<file path="config.mk">
export PLATFORM = sky130hd
export DESIGN_NAME = keypad_operand_entry
export DESIGN_NICKNAME = d
export VERILOG_FILES = /design/src/rtl/keypad_pkg.sv /design/src/rtl/keypad_key_event.sv /design/src/rtl/keypad_operand_entry.sv
export SDC_FILE = /design/constraint.sdc
export NUM_CORES = 1
export LEC_CHECK = 0
export ABC_AREA = 1
export CAP_MARGIN = 20
export CORE_MARGIN = 8
export CORE_UTILIZATION = 38
export DETAILED_ROUTE_END_ITERATION = 8
export GPL_TIMING_DRIVEN = 1
export PLACE_DENSITY = 0.67
export SYNTH_ARGS = -nofsm -noshare
export SYNTH_HDL_FRONTEND = slang
export SYNTH_SLANG_ARGS = --single-unit
</file>
<file path="constraint.sdc">
create_clock -name clk -period 1.45 [get_ports clk]
set_input_delay 0.29 -clock clk [delete_from_list [all_inputs] [get_ports clk]]
set_output_delay 0.29 -clock clk [all_outputs]
set_load 0.02 [all_outputs]
</file>
<file path="src/rtl/keypad_pkg.sv">
// Shared keypad definitions: key code values and the operand-entry state encoding.
package keypad_pkg;

   localparam logic [3:0] KEY_A    = 4'd10;
   localparam logic [3:0] KEY_B    = 4'd11;
   localparam logic [3:0] KEY_C    = 4'd12;
   localparam logic [3:0] KEY_D    = 4'd13;
   localparam logic [3:0] KEY_STAR = 4'd14;
   localparam logic [3:0] KEY_HASH = 4'd15;

   typedef enum logic [1:0] {
      ENTER_A = 2'd0,
      ENTER_B = 2'd1,
      HOLD    = 2'd2
   } entry_state_e;

endpackage

</file>
<file path="src/rtl/keypad_key_event.sv">
// Turns the debounced key_valid level into a one-cycle key_event strobe on its rising edge.
module keypad_key_event
   import keypad_pkg::*;
(
   input  logic       clk,
   input  logic       rst,
   input  logic       key_valid,
   input  logic [3:0] key_code,
   output logic       key_event,
   output logic [3:0] event_code
);

   logic valid_prev_q;
   logic valid_prev_d;

   always_comb valid_prev_d = key_valid;

   always_ff @(posedge clk) begin
      if (rst) valid_prev_q <= 1'b0;
      else     valid_prev_q <= valid_prev_d;
   end

   // Clearing the history in reset lets a key held through reset release fire once.
   assign key_event  = key_valid & ~valid_prev_q;
   assign event_code = key_code;

endmodule

</file>
<file path="src/rtl/keypad_operand_entry.sv">
// Assembles BCD operands A and B from keypad events and offers the pair over valid/ready.
// Optional feature: define KEYPAD_ENTRY_BACKSPACE_EN to make key * delete the last digit.
//
// state   | meaning
// ENTER_A | typing operand A
// ENTER_B | typing operand B
// HOLD    | pair offered downstream, waiting for ready (only D is honoured)
module keypad_operand_entry
   import keypad_pkg::*;
#(
   parameter int DIGITS = 3
) (
   input  logic                clk,
   input  logic                rst,
   input  logic [3:0]          key_code,
   input  logic                key_valid,
   output logic [4*DIGITS-1:0] entry_bcd,
   output logic [2:0]          entry_count,
   output logic                entry_is_b,
   output logic [4*DIGITS-1:0] operand_a,
   output logic [4*DIGITS-1:0] operand_b,
   output logic                operands_valid,
   input  logic                operands_ready
);

   localparam int W = 4*DIGITS;

   logic       key_event;
   logic [3:0] event_code;

   entry_state_e   state_q, state_d;
   logic [W-1:0]   entry_bcd_q, entry_bcd_d;
   logic [2:0]     entry_count_q, entry_count_d;
   logic [W-1:0]   operand_a_q, operand_a_d;
   logic [W-1:0]   operand_b_q, operand_b_d;

   keypad_key_event u_key_event (
      .clk        (clk),
      .rst        (rst),
      .key_valid  (key_valid),
      .key_code   (key_code),
      .key_event  (key_event),
      .event_code (event_code)
   );

   always_ff @(posedge clk) begin
      if (rst) begin
         state_q       <= ENTER_A;
         entry_bcd_q   <= '0;
         entry_count_q <= '0;
         operand_a_q   <= '0;
         operand_b_q   <= '0;
      end else begin
         state_q       <= state_d;
         entry_bcd_q   <= entry_bcd_d;
         entry_count_q <= entry_count_d;
         operand_a_q   <= operand_a_d;
         operand_b_q   <= operand_b_d;
      end
   end

   always_comb begin
      state_d       = state_q;
      entry_bcd_d   = entry_bcd_q;
      entry_count_d = entry_count_q;
      operand_a_d   = operand_a_q;
      operand_b_d   = operand_b_q;

      if (state_q == HOLD) begin
         // Restart beats a same-cycle handshake: the pair is dropped.
         if (key_event && event_code == KEY_D) begin
            state_d     = ENTER_A;
            operand_a_d = '0;
            operand_b_d = '0;
         end else if (operands_ready) begin
            state_d = ENTER_A;
         end
      end else if (key_event) begin
         if (event_code < KEY_A) begin
            if (entry_count_q < 3'(DIGITS)) begin
               entry_bcd_d   = (entry_bcd_q << 4) | W'(event_code);
               entry_count_d = entry_count_q + 3'd1;
            end
         end else begin
            case (event_code)
               KEY_A: begin
                  if (state_q == ENTER_A) begin
                     operand_a_d   = entry_bcd_q;
                     entry_bcd_d   = '0;
                     entry_count_d = '0;
                     state_d       = ENTER_B;
                  end
               end
               KEY_B: begin
                  if (state_q == ENTER_B) begin
                     operand_b_d   = entry_bcd_q;
                     entry_bcd_d   = '0;
                     entry_count_d = '0;
                     state_d       = HOLD;
                  end
               end
               KEY_C: begin
                  entry_bcd_d   = '0;
                  entry_count_d = '0;
               end
               KEY_D: begin
                  entry_bcd_d   = '0;
                  entry_count_d = '0;
                  operand_a_d   = '0;
                  operand_b_d   = '0;
                  state_d       = ENTER_A;
               end
`ifdef KEYPAD_ENTRY_BACKSPACE_EN
               KEY_STAR: begin
                  if (entry_count_q != 3'd0) begin
                     entry_bcd_d   = entry_bcd_q >> 4;
                     entry_count_d = entry_count_q - 3'd1;
                  end
               end
`endif
               default: ;
            endcase
         end
      end
   end

   assign entry_bcd      = entry_bcd_q;
   assign entry_count    = entry_count_q;
   assign entry_is_b     = (state_q == ENTER_B);
   assign operand_a      = operand_a_q;
   assign operand_b      = operand_b_q;
   assign operands_valid = (state_q == HOLD);

endmodule

</file>
==> results.py <==
metrics = {
    "sta": {
        "final.period_utilization": 1.11,
        "final_period_minus_worst_setup_slack_ns": 1.61,
        "final-setup-viol-count": 40,
        "setup_total_negative_slack_ns": -3.61,
        "final.setup_skew_ns": 0.00533,
        "setup_ws_ns": -0.160,
        "final_hold_violation_count": 0,
        "slew_headroom": 0.829,
        "least_margin_pin_slew_ns": 0.255,
        "timing.final.max_slew_violations": 0,
        "achievable_clock_frequency_mhz": 621,
        "setup_repair_after_global_routing_missed_its_margin": "true",
    },
    "cts": {
        "clock_tree.htree_level_count": 2,
        "tritoncts_buffer_count": 5,
        "clock_insertion_delay_worst_skew_ns": 0.30,
        "clkSlewWorstSetupHoldPaths_ns": 0.08,
        "cts.path.max_buffers": 2,
        "cts-hold-fix-buffers": 0,
        "cts_sinks": 42,
        "cts_root_buf": "sky130_fd_sc_hd__clkbuf_8",
        "clock_tree_from_tritoncts": "done",
    },
    "cells_and_area": {
        "final_cells": 435,
        "layout-drive-gt1-share": 0.403,
        "area_delta_synth_final_pct": 65.4,
        "num-fill-cells": 439,
        "antenna_cells_inserted": 0,
        "nets": 376,
    },
    "setup_path": {
        "worst_setup_path_start_kind": "flip-flop",
        "critical_path.max_fanout": 8,
        "cp_data_required_time_ns": 1.69,
        "timing.critical_path.slowest_cell_delay_ns": 0.36,
        "critPathArrivalTime_ns": 1.85,
        "path_buf_inv": 4,
        "worst-path-stages": 11,
        "timing.critical_path.to_type": "flip-flop",
        "critPathTopFamily": "simple AND/OR/NAND/NOR gates",
        "worst_r2r_path_depth": 11,
        "timing.critical_path.cells": "inv_4, ha_4, inv_6, nand2_4, nor2_4, nand2_2, nor2_4, buf_6, buf_16, nor2_1, nor2_1",
        "slowest_stage": "sky130_fd_sc_hd__dfxtp_2",
        "crit_type": "reg -> reg",
    },
    "logic_synthesis": {
        "synth_simple_gate_area_share": 0.336,
        "syn_avg_cell_area_um2": 7.06,
        "synth_top_family_by_area": "simple AND/OR/NAND/NOR gates",
        "ys_top_cells_by_area": "sky130_fd_sc_hd__dfxtp_1 (42%), sky130_fd_sc_hd__nor2_1 (16%), sky130_fd_sc_hd__o21ai_0 (8.5%), sky130_fd_sc_hd__nand2_1 (7.1%), sky130_fd_sc_hd__inv_1 (4.9%)",
        "most_numerous_cell_types_in_the_synthesized_netlist": "sky130_fd_sc_hd__nor2_1 (86), sky130_fd_sc_hd__dfxtp_1 (42), sky130_fd_sc_hd__nand2_1 (38)",
        "number_of_enable_type_register_cells_in_the_synthesized_netlist": 0,
        "synth_largest_type_area_fraction": 0.419,
        "yosys.cell_count.top_type": "sky130_fd_sc_hd__nor2_1",
        "synth-compound-area-share": 0.120,
        "synthDistinctLibCells": 23,
        "postSynthNetCount": 296,
        "yosys_register_bits": 42,
        "total_standard_cell_area_after_synthesis_um2": 2010,
        "yosys.area.top_type": "sky130_fd_sc_hd__dfxtp_1",
        "yosys.area_share.adder": 0.0250,
        "post_synth_inst_count": 284,
        "yosys_warn_count": 0,
        "synth.area.mux_share": 0,
        "synth_async_sr_flop_share": 0,
        "sequential_fraction_of_the_synthesis_area": 0.419,
        "ys.flop_type": "sky130_fd_sc_hd__dfxtp_1",
        "synth_xor_area_frac": 0,
    },
    "die": {
        "fp-row-count": 26,
        "area_enclosed_by_the_die_boundary_um2": 7860,
        "initial_core_util": 0.393,
        "die_x_um": 88.7,
        "top_level_ports": 49,
        "y_dimension_of_the_die_um": 88.7,
        "design.core.area_um2": 5110,
    },
    "route": {
        "drt-total-wl_mm": 6.17,
        "route.detailed.vias_per_inst": 4.78,
        "final_antenna_net_count": 0,
        "avgRoutedWirePerCell_um": 14.2,
        "first_pass_iters": 4,
        "remaining_drc_errors": 0,
        "dr_total_vias": 2079,
        "drt_iter0_markers": 89,
    },
    "pwr": {
        "max-vdd-ir-drop_uv": 535,
        "power_mw": 3.14,
        "power.density_cell_area_nw_per_um2": 948,
        "power.combinational.fraction": 0.294,
        "p_int_mw": 2.14,
        "sequential_fraction_of_design_power": 0.411,
        "power_switching_mw": 1.00,
        "power_frac_clock": 0.295,
        "power.leakage_nw": 1.52,
        "switching_share_of_power": 0.318,
    },
    "place": {
        "place_inst": 417,
        "io_buffer_count": 48,
        "replace_congestion": 0.848,
        "detailedPlacementHpwl_mm": 3.79,
    },
    "job": {
        "drv.max_cap_violation_count": 0,
    },
    "outcome": {
        "violated_checks": "negative setup slack",
        "result_of_the_run": "finished with violations",
    },
    "worst_hold_path": {
        "hold_depth": 2,
        "timing.hold.worst.class": "reg -> reg",
    },
    "global_route": {
        "initial_antenna_violation_count": 0,
        "grt_first_pass_wirelength_mm": 9.38,
        "grt_start_max_net_pins": 35,
        "grt_usage": 0.153,
        "first_global_vias": 2083,
        "grt_overflow_total": 0,
    },
}
-- final timing paths --
kind	slack [ns]	startpoint	endpoint
worst min register to register	0.47	operand_b[4]	operand_b[4]
worst max-delay path	-0.16	state_q[0]	entry_bcd[10]
worst max register to register	-0.16	state_q[0]	entry_bcd[10]
worst min-delay path	0.47	operand_b[4]	operand_b[4]
-- power groups by stage --
stage	Combinational [mW]	Clock, mW	Sequential (mW)
6_report	0.925	0.926	1.29
5_1_grt	0.999	0.982	1.30
4_1_cts	0.855	0.941	1.29
3_5_place_dp	0.717	0	1.31
3_3_place_gp	0.709	0	1.30
2_1_floorplan	0.333	0	1.38
-- area by class of cell --
class,instances,area (µm²),area share
Multi-Input combinational cell,200,1300,0.393
Timing Repair Buffer,86,848,0.256
Sequential cell,42,846,0.255
Inverter,29,124,0.0373
Tap cell,70,87.6,0.0264
Clock buffer,6,72.6,0.0219
Clock inverter,2,37.5,0.0113
-- kinds of logic (layout without fill, tap and decap cells) --
family	Yosys count	after routing
AOI/OAI and AO/OA	45	45
buffers and inverters	42	123
adders and majority gates	4	4
and+or+nand+nor	151	151
DFF	42	42
-- flip-flops by register name, summed over array words and instances, names as in the netlist --
name                      flops
entry_bcd                    12
operand_a                    12
operand_b                    12
entry_count                   3
state_q                       2
u_key_event.valid_prev_q      1
-- stage by stage --
| step | util | hold WS (ns) | worst slack, ns | cell area [µm²] |
|---|---|---|---|---|
| detailed placement | 0.540 | 0.461 | -0.428 | 2760 |
| global placement | 0.540 | 0.461 | -0.413 | 2760 |
| CTS | 0.620 | 0.468 | -0.132 | 3170 |
| global route | 0.650 | 0.494 | -0.217 | 3320 |
| finish | 0.650 | 0.473 | -0.160 | 3320 |
| floorplan | - | 0.432 | -0.00904 | 2020 |
-- placed cells by master (no fill, tap or decap), types with 4 or more instances in the layout --
cell type,count
sky130_fd_sc_hd__nor2_1,58
sky130_fd_sc_hd__dlygate4sd2_1,45
sky130_fd_sc_hd__dfxtp_1,40
sky130_fd_sc_hd__nand2_1,33
sky130_fd_sc_hd__buf_4,26
sky130_fd_sc_hd__nor2_2,21
sky130_fd_sc_hd__o21ai_2,19
sky130_fd_sc_hd__inv_1,18
sky130_fd_sc_hd__nor2_4,15
sky130_fd_sc_hd__o21ai_0,12
sky130_fd_sc_hd__nand2_2,10
sky130_fd_sc_hd__inv_2,7
sky130_fd_sc_hd__nand2_4,6
sky130_fd_sc_hd__a21oi_2,6
sky130_fd_sc_hd__buf_12,6
sky130_fd_sc_hd__clkbuf_8,5
sky130_fd_sc_hd__o21ai_1,4
-- timing repair --
item,4_1_cts,5_1_grt
gates cloned,4,1
buffers inserted,7,2
pin swaps,28,22
setup endpoints to repair,82,42
gates resized for setup,127,49
-- worst reg2reg max path, cell delays in order, from the launching register on --
cell	delay (ns)
sky130_fd_sc_hd__dfxtp_2	0.36
sky130_fd_sc_hd__inv_4	0.05
sky130_fd_sc_hd__ha_4	0.18
sky130_fd_sc_hd__inv_6	0.08
sky130_fd_sc_hd__nand2_4	0.06
sky130_fd_sc_hd__nor2_4	0.08
sky130_fd_sc_hd__nand2_2	0.07
sky130_fd_sc_hd__nor2_4	0.21
sky130_fd_sc_hd__buf_6	0.16
sky130_fd_sc_hd__buf_16	0.14
sky130_fd_sc_hd__nor2_1	0.05
sky130_fd_sc_hd__nor2_1	0.11
-- metal layers --
metal	track usage	wire length (µm)	part of all wire
met5	0	0	0
met2	0.291	3260	0.53
met4	0.0614	127	0.021
met3	0.0399	335	0.054
met1	0.153	2440	0.40
No activity file was read; power rests on OpenSTA's default activity.
